`config.mk`:
```
export PLATFORM = sky130hd
export DESIGN_NAME = serdes_pwr_seq
export DESIGN_NICKNAME = d
export VERILOG_FILES = /design/src/rtl/slink_pkg.sv /design/src/rtl/serdes_pwr_seq_sync.sv /design/src/rtl/serdes_pwr_seq.sv
export SDC_FILE = /design/constraint.sdc
export NUM_CORES = 1
export LEC_CHECK = 0
export ABC_AREA = 1
export CORE_UTILIZATION = 40
export DETAILED_ROUTE_END_ITERATION = 10
export GPL_TIMING_DRIVEN = 0
export PLACE_DENSITY = 0.69
export SLEW_MARGIN = 0
export SYNTH_ARGS = -nofsm -noshare
export SYNTH_HDL_FRONTEND = slang
export SYNTH_SLANG_ARGS = --single-unit
```
`constraint.sdc`:
```
create_clock -name clk -period 2.36 [get_ports clk]
set_input_delay 0.472 -clock clk [delete_from_list [all_inputs] [get_ports clk]]
set_output_delay 0.472 -clock clk [all_outputs]
set_load 0.05 [all_outputs]
```
`src/rtl/slink_pkg.sv`:
```
// Shared definitions for the serial-link power sequencer: state encoding and
// state-class helpers used by the sequencer and its bench.
package slink_pkg;

  localparam int SEQ_STATE_W = 4;

  typedef enum logic [SEQ_STATE_W-1:0] {
    ST_OFF      = 4'd0,
    ST_CLK_WAIT = 4'd1,
    ST_TX_WAIT  = 4'd2,
    ST_TX_RST   = 4'd3,
    ST_RX_WAIT  = 4'd4,
    ST_RX_RST   = 4'd5,
    ST_ALIGN    = 4'd6,
    ST_UP       = 4'd7,
    ST_DOWN     = 4'd8,
    ST_ERR      = 4'd9
  } seq_state_e;

  // States in which the PHY is being waited on and the timeout timer runs
  function automatic logic is_wait_state(input seq_state_e s);
    logic w;
    case (s)
      ST_CLK_WAIT, ST_TX_WAIT, ST_RX_WAIT, ST_ALIGN: w = 1'b1;
      default:                                      w = 1'b0;
    endcase
    return w;
  endfunction

endpackage

```
`src/rtl/serdes_pwr_seq_sync.sv`:
```
// Parameterized-width two-flop synchronizer for PHY status inputs.
module serdes_pwr_seq_sync #(
  parameter int WIDTH = 1
) (
  input  logic             clk,
  input  logic             reset_n,
  input  logic [WIDTH-1:0] d,
  output logic [WIDTH-1:0] q
);

  logic [WIDTH-1:0] meta_r;
  logic [WIDTH-1:0] sync_r;

  // Metastability filter: two back-to-back flops
  always_ff @(posedge clk or negedge reset_n) begin
    if (!reset_n) begin
      meta_r <= {WIDTH{1'b0}};
      sync_r <= {WIDTH{1'b0}};
    end else begin
      meta_r <= d;
      sync_r <= meta_r;
    end
  end

  assign q = sync_r;

endmodule

```
`src/rtl/serdes_pwr_seq.sv`:
```
// SERDES power-up/down sequencer: brings clock, TX lanes and RX lanes up in
// order with reset hold and alignment, and tears them down in reverse order.
module serdes_pwr_seq
  import slink_pkg::*;
#(
  parameter int NUM_TX_LANES = 4,
  parameter int NUM_RX_LANES = 4,
  parameter int RST_HOLD_CYC = 8,
  parameter int TIMEOUT_CYC  = 1024
) (
  input  logic                    clk,
  input  logic                    reset_n,
  input  logic                    link_en,
  input  logic                    link_idle_req,
  output logic                    clk_enable,
  output logic                    clk_idle,
  input  logic                    clk_ready,
  output logic [NUM_TX_LANES-1:0] tx_enable,
  output logic [NUM_TX_LANES-1:0] tx_reset,
  input  logic [NUM_TX_LANES-1:0] tx_ready,
  output logic [NUM_RX_LANES-1:0] rx_enable,
  output logic [NUM_RX_LANES-1:0] rx_reset,
  output logic [NUM_RX_LANES-1:0] rx_align,
  input  logic [NUM_RX_LANES-1:0] rx_ready,
  input  logic [NUM_RX_LANES-1:0] rx_locked,
  output logic                    phy_up,
  output logic                    seq_err,
  output logic [SEQ_STATE_W-1:0]  seq_state
);

  localparam int HOLD_W = $clog2(RST_HOLD_CYC) + 1;
  localparam int TMO_W  = $clog2(TIMEOUT_CYC) + 1;

  localparam logic [HOLD_W-1:0] HOLD_LOAD = HOLD_W'(RST_HOLD_CYC - 1);
  localparam logic [HOLD_W-1:0] HOLD_ZERO = {HOLD_W{1'b0}};
  localparam logic [HOLD_W-1:0] HOLD_ONE  = {{(HOLD_W-1){1'b0}}, 1'b1};
  localparam logic [TMO_W-1:0]  TMO_LAST  = TMO_W'(TIMEOUT_CYC - 1);
  localparam logic [TMO_W-1:0]  TMO_ZERO  = {TMO_W{1'b0}};
  localparam logic [TMO_W-1:0]  TMO_ONE   = {{(TMO_W-1){1'b0}}, 1'b1};

  localparam logic [NUM_TX_LANES-1:0] TX_ONES = {NUM_TX_LANES{1'b1}};
  localparam logic [NUM_TX_LANES-1:0] TX_ZERO = {NUM_TX_LANES{1'b0}};
  localparam logic [NUM_RX_LANES-1:0] RX_ONES = {NUM_RX_LANES{1'b1}};
  localparam logic [NUM_RX_LANES-1:0] RX_ZERO = {NUM_RX_LANES{1'b0}};

  logic                    clk_ready_s;
  logic [NUM_TX_LANES-1:0] tx_ready_s;
  logic [NUM_RX_LANES-1:0] rx_ready_s;
  logic [NUM_RX_LANES-1:0] rx_locked_s;

  seq_state_e              state_r;
  seq_state_e              next_state_s;
  logic [HOLD_W-1:0]       hold_cnt_r;
  logic [TMO_W-1:0]        wait_cnt_r;
  logic                    down_step_r;
  logic                    timeout_s;

  logic                    clk_enable_s;
  logic                    clk_idle_s;
  logic [NUM_TX_LANES-1:0] tx_enable_s;
  logic [NUM_TX_LANES-1:0] tx_reset_s;
  logic [NUM_RX_LANES-1:0] rx_enable_s;
  logic [NUM_RX_LANES-1:0] rx_reset_s;
  logic [NUM_RX_LANES-1:0] rx_align_s;
  logic                    phy_up_s;
  logic                    seq_err_s;

  serdes_pwr_seq_sync #(.WIDTH(1)) u_sync_clk_ready (
    .clk(clk), .reset_n(reset_n), .d(clk_ready), .q(clk_ready_s));
  serdes_pwr_seq_sync #(.WIDTH(NUM_TX_LANES)) u_sync_tx_ready (
    .clk(clk), .reset_n(reset_n), .d(tx_ready), .q(tx_ready_s));
  serdes_pwr_seq_sync #(.WIDTH(NUM_RX_LANES)) u_sync_rx_ready (
    .clk(clk), .reset_n(reset_n), .d(rx_ready), .q(rx_ready_s));
  serdes_pwr_seq_sync #(.WIDTH(NUM_RX_LANES)) u_sync_rx_locked (
    .clk(clk), .reset_n(reset_n), .d(rx_locked), .q(rx_locked_s));

  assign timeout_s = is_wait_state(state_r) && (wait_cnt_r == TMO_LAST);

  // State register
  always_ff @(posedge clk or negedge reset_n) begin
    if (!reset_n) begin
      state_r <= ST_OFF;
    end else begin
      state_r <= next_state_s;
    end
  end

  // Next-state logic; a dropped link_en overrides every other event
  always_comb begin
    next_state_s = state_r;
    if (!link_en && state_r != ST_OFF && state_r != ST_ERR && state_r != ST_DOWN) begin
      next_state_s = ST_DOWN;
    end else begin
      case (state_r)
        ST_OFF:      next_state_s = link_en ? ST_CLK_WAIT : ST_OFF;
        ST_CLK_WAIT: next_state_s = clk_ready_s ? ST_TX_WAIT :
                                    (timeout_s ? ST_ERR : ST_CLK_WAIT);
        ST_TX_WAIT:  next_state_s = (tx_ready_s == TX_ONES) ? ST_TX_RST :
                                    (timeout_s ? ST_ERR : ST_TX_WAIT);
        ST_TX_RST:   next_state_s = (hold_cnt_r == HOLD_ZERO) ? ST_RX_WAIT : ST_TX_RST;
        ST_RX_WAIT:  next_state_s = (rx_ready_s == RX_ONES) ? ST_RX_RST :
                                    (timeout_s ? ST_ERR : ST_RX_WAIT);
        ST_RX_RST:   next_state_s = (hold_cnt_r == HOLD_ZERO) ? ST_ALIGN : ST_RX_RST;
        ST_ALIGN:    next_state_s = (rx_locked_s == RX_ONES) ? ST_UP :
                                    (timeout_s ? ST_ERR : ST_ALIGN);
        ST_UP:       next_state_s = (rx_locked_s == RX_ONES) ? ST_UP : ST_ALIGN;
        ST_DOWN:     next_state_s = down_step_r ? ST_OFF : ST_DOWN;
        ST_ERR:      next_state_s = link_en ? ST_ERR : ST_OFF;
        default:     next_state_s = ST_OFF;
      endcase
    end
  end

  // Reset-hold, wait-timeout and teardown-step counters; all saturate
  always_ff @(posedge clk or negedge reset_n) begin
    if (!reset_n) begin
      hold_cnt_r  <= HOLD_ZERO;
      wait_cnt_r  <= TMO_ZERO;
      down_step_r <= 1'b0;
    end else begin
      if (next_state_s != state_r) begin
        wait_cnt_r <= TMO_ZERO;
        hold_cnt_r <= (next_state_s == ST_TX_RST || next_state_s == ST_RX_RST) ?
                      HOLD_LOAD : HOLD_ZERO;
      end else begin
        if (is_wait_state(state_r) && wait_cnt_r != TMO_LAST) begin
          wait_cnt_r <= wait_cnt_r + TMO_ONE;
        end
        if (hold_cnt_r != HOLD_ZERO) begin
          hold_cnt_r <= hold_cnt_r - HOLD_ONE;
        end
      end
      down_step_r <= (state_r == ST_DOWN) && (next_state_s == ST_DOWN);
    end
  end

  // Output decode from the upcoming state so outputs change with the state
  always_comb begin
    clk_enable_s = 1'b0;
    clk_idle_s   = 1'b0;
    tx_enable_s  = TX_ZERO;
    tx_reset_s   = TX_ONES;
    rx_enable_s  = RX_ZERO;
    rx_reset_s   = RX_ONES;
    rx_align_s   = RX_ZERO;
    phy_up_s     = 1'b0;
    seq_err_s    = 1'b0;
    case (next_state_s)
      ST_CLK_WAIT: begin
        clk_enable_s = 1'b1;
      end
      ST_TX_WAIT, ST_TX_RST: begin
        clk_enable_s = 1'b1;
        tx_enable_s  = TX_ONES;
      end
      ST_RX_WAIT, ST_RX_RST: begin
        clk_enable_s = 1'b1;
        tx_enable_s  = TX_ONES;
        tx_reset_s   = TX_ZERO;
        rx_enable_s  = RX_ONES;
      end
      ST_ALIGN: begin
        clk_enable_s = 1'b1;
        tx_enable_s  = TX_ONES;
        tx_reset_s   = TX_ZERO;
        rx_enable_s  = RX_ONES;
        rx_reset_s   = RX_ZERO;
        rx_align_s   = (state_r == ST_RX_RST) ? RX_ONES : ~rx_locked_s;
      end
      ST_UP: begin
        clk_enable_s = 1'b1;
        tx_enable_s  = TX_ONES;
        tx_reset_s   = TX_ZERO;
        rx_enable_s  = RX_ONES;
        rx_reset_s   = RX_ZERO;
        phy_up_s     = 1'b1;
        clk_idle_s   = link_idle_req;
      end
      ST_DOWN: begin
        // rx_enable drops on entry, tx_enable one cycle later, clk_enable on the OFF entry
        clk_enable_s = clk_enable;
        tx_enable_s  = (state_r == ST_DOWN) ? TX_ZERO : tx_enable;
      end
      ST_ERR: begin
        seq_err_s = 1'b1;
      end
      default: begin
        seq_err_s = 1'b0;
      end
    endcase
  end

  // Registered outputs
  always_ff @(posedge clk or negedge reset_n) begin
    if (!reset_n) begin
      clk_enable <= 1'b0;
      clk_idle   <= 1'b0;
      tx_enable  <= TX_ZERO;
      tx_reset   <= TX_ONES;
      rx_enable  <= RX_ZERO;
      rx_reset   <= RX_ONES;
      rx_align   <= RX_ZERO;
      phy_up     <= 1'b0;
      seq_err    <= 1'b0;
    end else begin
      clk_enable <= clk_enable_s;
      clk_idle   <= clk_idle_s;
      tx_enable  <= tx_enable_s;
      tx_reset   <= tx_reset_s;
      rx_enable  <= rx_enable_s;
      rx_reset   <= rx_reset_s;
      rx_align   <= rx_align_s;
      phy_up     <= phy_up_s;
      seq_err    <= seq_err_s;
    end
  end

  assign seq_state = state_r;

endmodule

```
Word level (Yosys, flattened, before mapping)
Cells that the tools add are included.
Word-level totals
  register bits: 70
  input port bits: 17
  output and inout port bits: 28
  logic and storage cells: 104
Cells by class
  $add $sub $neg: 2
  equality and inequality tests: 27
  muxes and demuxes: 34
  bitwise gates (word level): 1
  reductions and logical operators: 19
Operators by type and width (number)
  4-bit two-way mux: 19
  4-bit case mux with 10 select lines: 1
  4-bit by 3-bit equality test with 1-bit output (second input constant): 8
  4-bit equality test (second input constant): 7
  11-bit two-way mux: 2
  4-bit by 2-bit equality test with 1-bit output (second input constant): 4
  11-bit by 1-bit adder with 11-bit output (second input constant): 1
  11-bit by 10-bit equality test with 1-bit output (second input constant): 1
  11-bit by 10-bit != test with 1-bit output (second input constant): 1
  4-bit by 1-bit equality test with 1-bit output (second input constant): 2
  4-bit logical NOT: 2
  4-bit != test (second input constant): 2
  4-bit case mux with 2 select lines: 1
  4-bit nonzero test: 2
  4-bit OR reduction: 2
  1-bit two-way mux: 7
  7-bit OR reduction: 1
  1-bit logical AND: 6
  3-bit two-way mux: 2
  6-bit OR reduction: 1
  4-bit != test: 1
  4-bit NOT: 1
  2-bit nonzero test: 2
  4-bit by 1-bit subtractor with 4-bit output (second input constant): 1
  other kinds (6): 6

Logic depth before layout (Yosys ltp)
  depth after elaboration: 13
  depth in mapped cells: 20
  depth with buffers taken out: 20

Hierarchy
A second synthesis with hierarchy kept.
Unflattened totals
  cell total of the unflattened synthesis: 270
  area, all modules: 2562.5 um^2
By module, submodules not included
  serdes_pwr_seq: instances 1, cells each 244, area each 1911.8 um^2, seq. area each 803.3 um^2
  serdes_pwr_seq_sync at u_sync_rx_locked ...: instances 3, cells each 8, area each 200.2 um^2, seq. area each 200.2 um^2
  serdes_pwr_seq_sync at u_sync_clk_ready: instances 1, cells each 2, area each 50.0 um^2, seq. area each 50.0 um^2

Worst setup path after synthesis
OpenSTA, ideal clock, no wires.
  path type: register to register
  start: register state_r[3], in the netlist seq_state[3]
  end: register wait_cnt_r[1]
  setup time: 0.074 ns
  arrival time: 2.220 ns
  data required time: 2.286 ns
  slack: 0.066 ns
  stages on the path, launching flop included: 18
  path buffers: 1
  clock period less this slack: 2.294 ns
  cells stage by stage: dfrtp_1 inv_1 nand3_1 nand3_4 nand2_1 nand2_1 nand2_1 nand2_1 inv_1 nand2_1 nand2_2 nand2_1 nand2_1 nand2_1 nor2_4 inv_4 buf_6 a21oi_4
On the way
  word-level cells in the longest chain between the ends: 10
  elaborated cells between the ends (all ways): 34
  those cells by class: eq/ne (12); mux (13); reduce/logical (9)
RTL lines
  from (decl): line serdes_pwr_seq.sv:51  | seq_state_e state_r;
  from (signal assigned): line serdes_pwr_seq.sv:84  | state_r <= next_state_s;
  4-bit by 1-bit equality test with 1-bit output, or another cell as far along: line slink_pkg.sv:23, serdes_pwr_seq.sv:94
  4-bit OR reduction: line slink_pkg.sv:23  | case (s)
  1-bit two-way mux: line slink_pkg.sv:23
  1-bit logical AND: line serdes_pwr_seq.sv:77  | assign timeout_s = is_wait_state(state_r) && (wait_cnt_r == TMO_LAST);
  4-bit two-way mux (on tied branches) (2 in a row)
  4-bit case mux with 10 select lines: line serdes_pwr_seq.sv:94  | case (state_r)
  4-bit two-way mux: line serdes_pwr_seq.sv:91  | if (!link_en && state_r != ST_OFF && state_r != ST_ERR && state_r != ST_DOWN) begin
  4-bit != test: line serdes_pwr_seq.sv:121  | if (next_state_s != state_r) begin
  11-bit two-way mux or 2-bit nonzero test (tied branches)
  to (signal assigned): line serdes_pwr_seq.sv:127  | wait_cnt_r <= wait_cnt_r + TMO_ONE;
  to (decl): line serdes_pwr_seq.sv:54  | logic [TMO_W-1:0] wait_cnt_r;
Parallel ways exist; a longest one is shown, timed or not. The select of a mux whose other input is x is not followed.
A chain may end at the register's enable or synchronous reset.

Worst setup path in the final report
  start: register wait_cnt_r[0]
  end: register wait_cnt_r[10]
On the way
  word-level cells in the longest chain between the ends: 8
  elaborated cells between the ends (all ways): 19
  those cells by class: add/sub (1); eq/ne (3); mux (12); reduce/logical (3)
RTL lines (line)
  11-bit by 10-bit equality test with 1-bit output: serdes_pwr_seq.sv:77
  1-bit logical AND: serdes_pwr_seq.sv:77
  4-bit two-way mux (on tied branches) (2 in a row)
  4-bit case mux with 10 select lines: serdes_pwr_seq.sv:94
  4-bit two-way mux: serdes_pwr_seq.sv:91
  4-bit != test: serdes_pwr_seq.sv:121
  11-bit two-way mux or 2-bit nonzero test (tied branches)
Parallel ways exist; a longest one is shown, timed or not. The select of a mux whose other input is x is not followed.

==> summary.txt <==
Route
  • DR vias/cell: 4.768
  • WL final: 4703 um
  • Uppermost routed layer: met4
  • Vias after detailed routing: 1936
  • DRT iter0 DRCs: 131
  • First-pass DRT Iterations: 4
  • DR WL/cell: 11.58 um
  • Met3 routed wirelength: 179 um
  • Remaining DRCs: 0
  • Detail Route Antenna Nets: 0
  • M1 WL: 2039 um
  • Met2 wire length: 2414 um

Final layout
  • Layout cells sized above 1: 29.31%
  • Commonest non-fill, non-tap cells in the layout: 53 x dfrtp_1, 45 x nand2_1, 43 x clkdlybuf4s50_1
  • Register area: 0.001458 mm2
  • Layout Utilization: 58.22%
  • Area grow syn2layout: 37.36%
  • Multi-input gate area: 0.001036 mm2
  • Fin nets: 345
  • Most common cell after layout, fill and taps aside: dfrtp_1
  • Layout filler cell count: 522
  • Ant diodes: 0

Job
  • Max-Cap Viols: 0

Clock tree
  • Clock root cell: clkbuf_8
  • Clock Tree Buf Depth: 2
  • Hold buffer count at cts: 0
  • CTS HTree Levels: 3
  • # clock sinks: 58
  • Clk_lat worst skew: 0.33 ns
  • CTS tree: yes
  • Clock slew at reported path FFs: 0.06 ns
  • Inserted Clock Buffers: 9

Global routing
  • First-pass GRT wire length: 7548 um
  • Total gr overflow: 0
  • Initial antenna violation count: 0
  • Vias in the first global route: 1731
  • Total GRT Usage: 15.26%
  • Largest net degree at the start of global routing: 35

Placement
  • Port-buffer cells: 44
  • Routability congestion estimate from global placement: 0.8842
  • Hpwl dp: 3247 um

STA
  • Slew Limit Headroom: 60.97%
  • Hold Fails Final Rpt: 0
  • RSZ-0062 raised after global routing: true
  • Setup_tns: 0 ns
  • Final Skew: 0.006195 ns
  • Tcrit/Tclk final: 98.26%
  • Worst slew pin tran: 0.5855 ns
  • Slew Limit Fails: 0
  • Final min period: 2.319 ns
  • Final setup violation count: 0
  • Upper clock frequency limit: 431.2 MHz
  • Hold_ws: 0.1469 ns

Min path
  • Worst Hold Class: primary input to async pin

Yosys
  • Yosys cell types: 31
  • Syn_area_per_cell: 9.880 um2
  • Sequential-to-total area share from yosys stat: 56.60%
  • Synthesized Nets: 279
  • Cells after synthesis: 260
  • FF+latch count, synth: 58
  • Synth warnings: 0
  • Cell area after synthesis: 0.002569 mm2

Setup path
  • Kind of critical path: register to register
  • Worst path required time: 2.62 ns
  • CP max FO: 7
  • Worst setup EP type: register
  • Startpoint Class: register
  • Critical path arrival: 2.58 ns

Floorplanning
  • Die Area: 0.006746 mm2
  • Die X: 82.14 um
  • Die Ht: 82.14 um
  • Core area: 0.006061 mm2
  • Rows: 28
  • Io pins: 45
  • Initial Util: 42.38%

Run status
  • Status: finished, final reports clean

Pwr
  • Total power: 0.004382 W
  • VDD IR-drop max: 739.0 uV
  • PD cells: 1242 mW/mm2
  • Leakage power: 1.659 nW
-- worst max-delay path: stages, from the launching register on --
cell       delay, ns
dfrtp_1         0.39
ha_2            0.22
nand2_2         0.08
nor2_4          0.15
nand2_4         0.08
nor2_8          0.17
nand3_2         0.09
a21oi_2         0.20
nand2_2         0.11
nand2_4         0.09
nand2_1         0.06
nand2_1         0.07
nand2_2         0.09
nor2_4          0.15
inv_4           0.08
clkbuf_16       0.17
nor2_2          0.07
-- worst paths after layout --
check | slack (ns) | cells after the start | from | end
setup / recovery | 0.04 | 16 | wait_cnt_r[0] | wait_cnt_r[10]
hold / removal | 0.15 | 1 | reset_n | wait_cnt_r[4]
setup reg to reg | 0.04 | 16 | wait_cnt_r[0] | wait_cnt_r[10]
hold reg to reg | 0.35 | 0 | u_sync_rx_ready.meta_r[1] | u_sync_rx_ready.q[1]
max in group asynchronous | 1.64 | 2 | reset_n | u_sync_rx_locked.q[3]
min in group clk | 0.35 | 0 | u_sync_rx_ready.meta_r[1] | u_sync_rx_ready.q[1]
-- cell families after synthesis --
kind of cell	Yosys count	synth area share (%)
XOR/XNOR	11	3.751
AO/OA/AOI/OAI	18	4.140
buffers and inverters	38	7.696
flip-flops	58	56.60
adder cells (fa/ha/maj)	2	0.9740
AND/OR/NAND/NOR	133	26.84
-- synth_stat cells --
cell	instances	area share [%]
nand3_1	20	3.9
nor3_1	7	1.4
nor2_2	9	2.2
xor2_1	10	3.4
xnor2_1	1	0.34
dfrtp_1	56	55
inv_1	23	3.4
nand3_2	3	1.2
nand2_2	5	1.2
a21oi_1	9	1.8
a21oi_4	1	0.63
a21oi_2	1	0.34
nand2_4	1	0.44
nor3b_1	2	0.58
nand3b_1	1	0.29
inv_4	1	0.24
nor2_4	3	1.3
inv_2	1	0.15
nand4_2	1	0.49
o21ai_1	1	0.19
buf_4	12	3.5
nor2_1	17	2.5
nand4_1	9	2.2
nand2_1	53	7.7
buf_6	1	0.44
o21ai_0	5	0.97
a31oi_1	1	0.24
ha_1	2	0.97
nor2_8	1	0.78
nand3_4	1	0.68
dfstp_2	2	2.0
-- state kept, by name, summed over array words and instances (netlist names), 4 cells and up --
signal,flops
seq_state,4
hold_cnt_r,4
u_sync_rx_locked.meta_r,4
u_sync_rx_locked.q,4
u_sync_tx_ready.q,4
rx_align,4
u_sync_rx_ready.q,4
u_sync_tx_ready.meta_r,4
u_sync_rx_ready.meta_r,4
wait_cnt_r,11
-- metrics by stage --
stage / area, um2 / setup slack (ns) / std cells
after floorplan: 2569 / 0.06581 / 260
after global placement: 3103 / -0.8602 / 379
after detailed placement: 3118 / -0.1077 / 380
after CTS: 3318 / 0.002331 / 396
after global routing: 3528 / -0.1026 / 406
final: 3528 / 0.04114 / 406
-- what timing repair did --
item,in CTS,in global routing
endpoints found under the hold margin,0,0
pin swaps,0,15
buffers inserted,0,9
setup endpoints to repair,15,16
gates resized for setup,4,36
cloned,0,1
-- power by group --
| part | internal, W | switching, W |
|---|---|---|
| clock | 0.000484 | 0.000368 |
| sequential | 0.00113 | 0.000127 |
| combinational | 0.000854 | 0.00142 |
| total | 0.00247 | 0.00191 |
-- layout make-up --
type                    instances  area share (%)
multi-input cells             164           29.36
well taps                      75           2.660
repair buffers                 55           15.53
flip-flops and latches         58           41.31
clock inverters                 5           1.560
clock buffers                  11           3.723
inverters                      25           2.730
plain buffers                  13           3.121
-- metal layers --
metal	GRT usage [%]	up-vias
met1	19.18	921
met2	24.13	47
met3	3.626	7
met5	0	-
met4	8.596	0
li1	-	961
(Power assumes the default switching activity.)
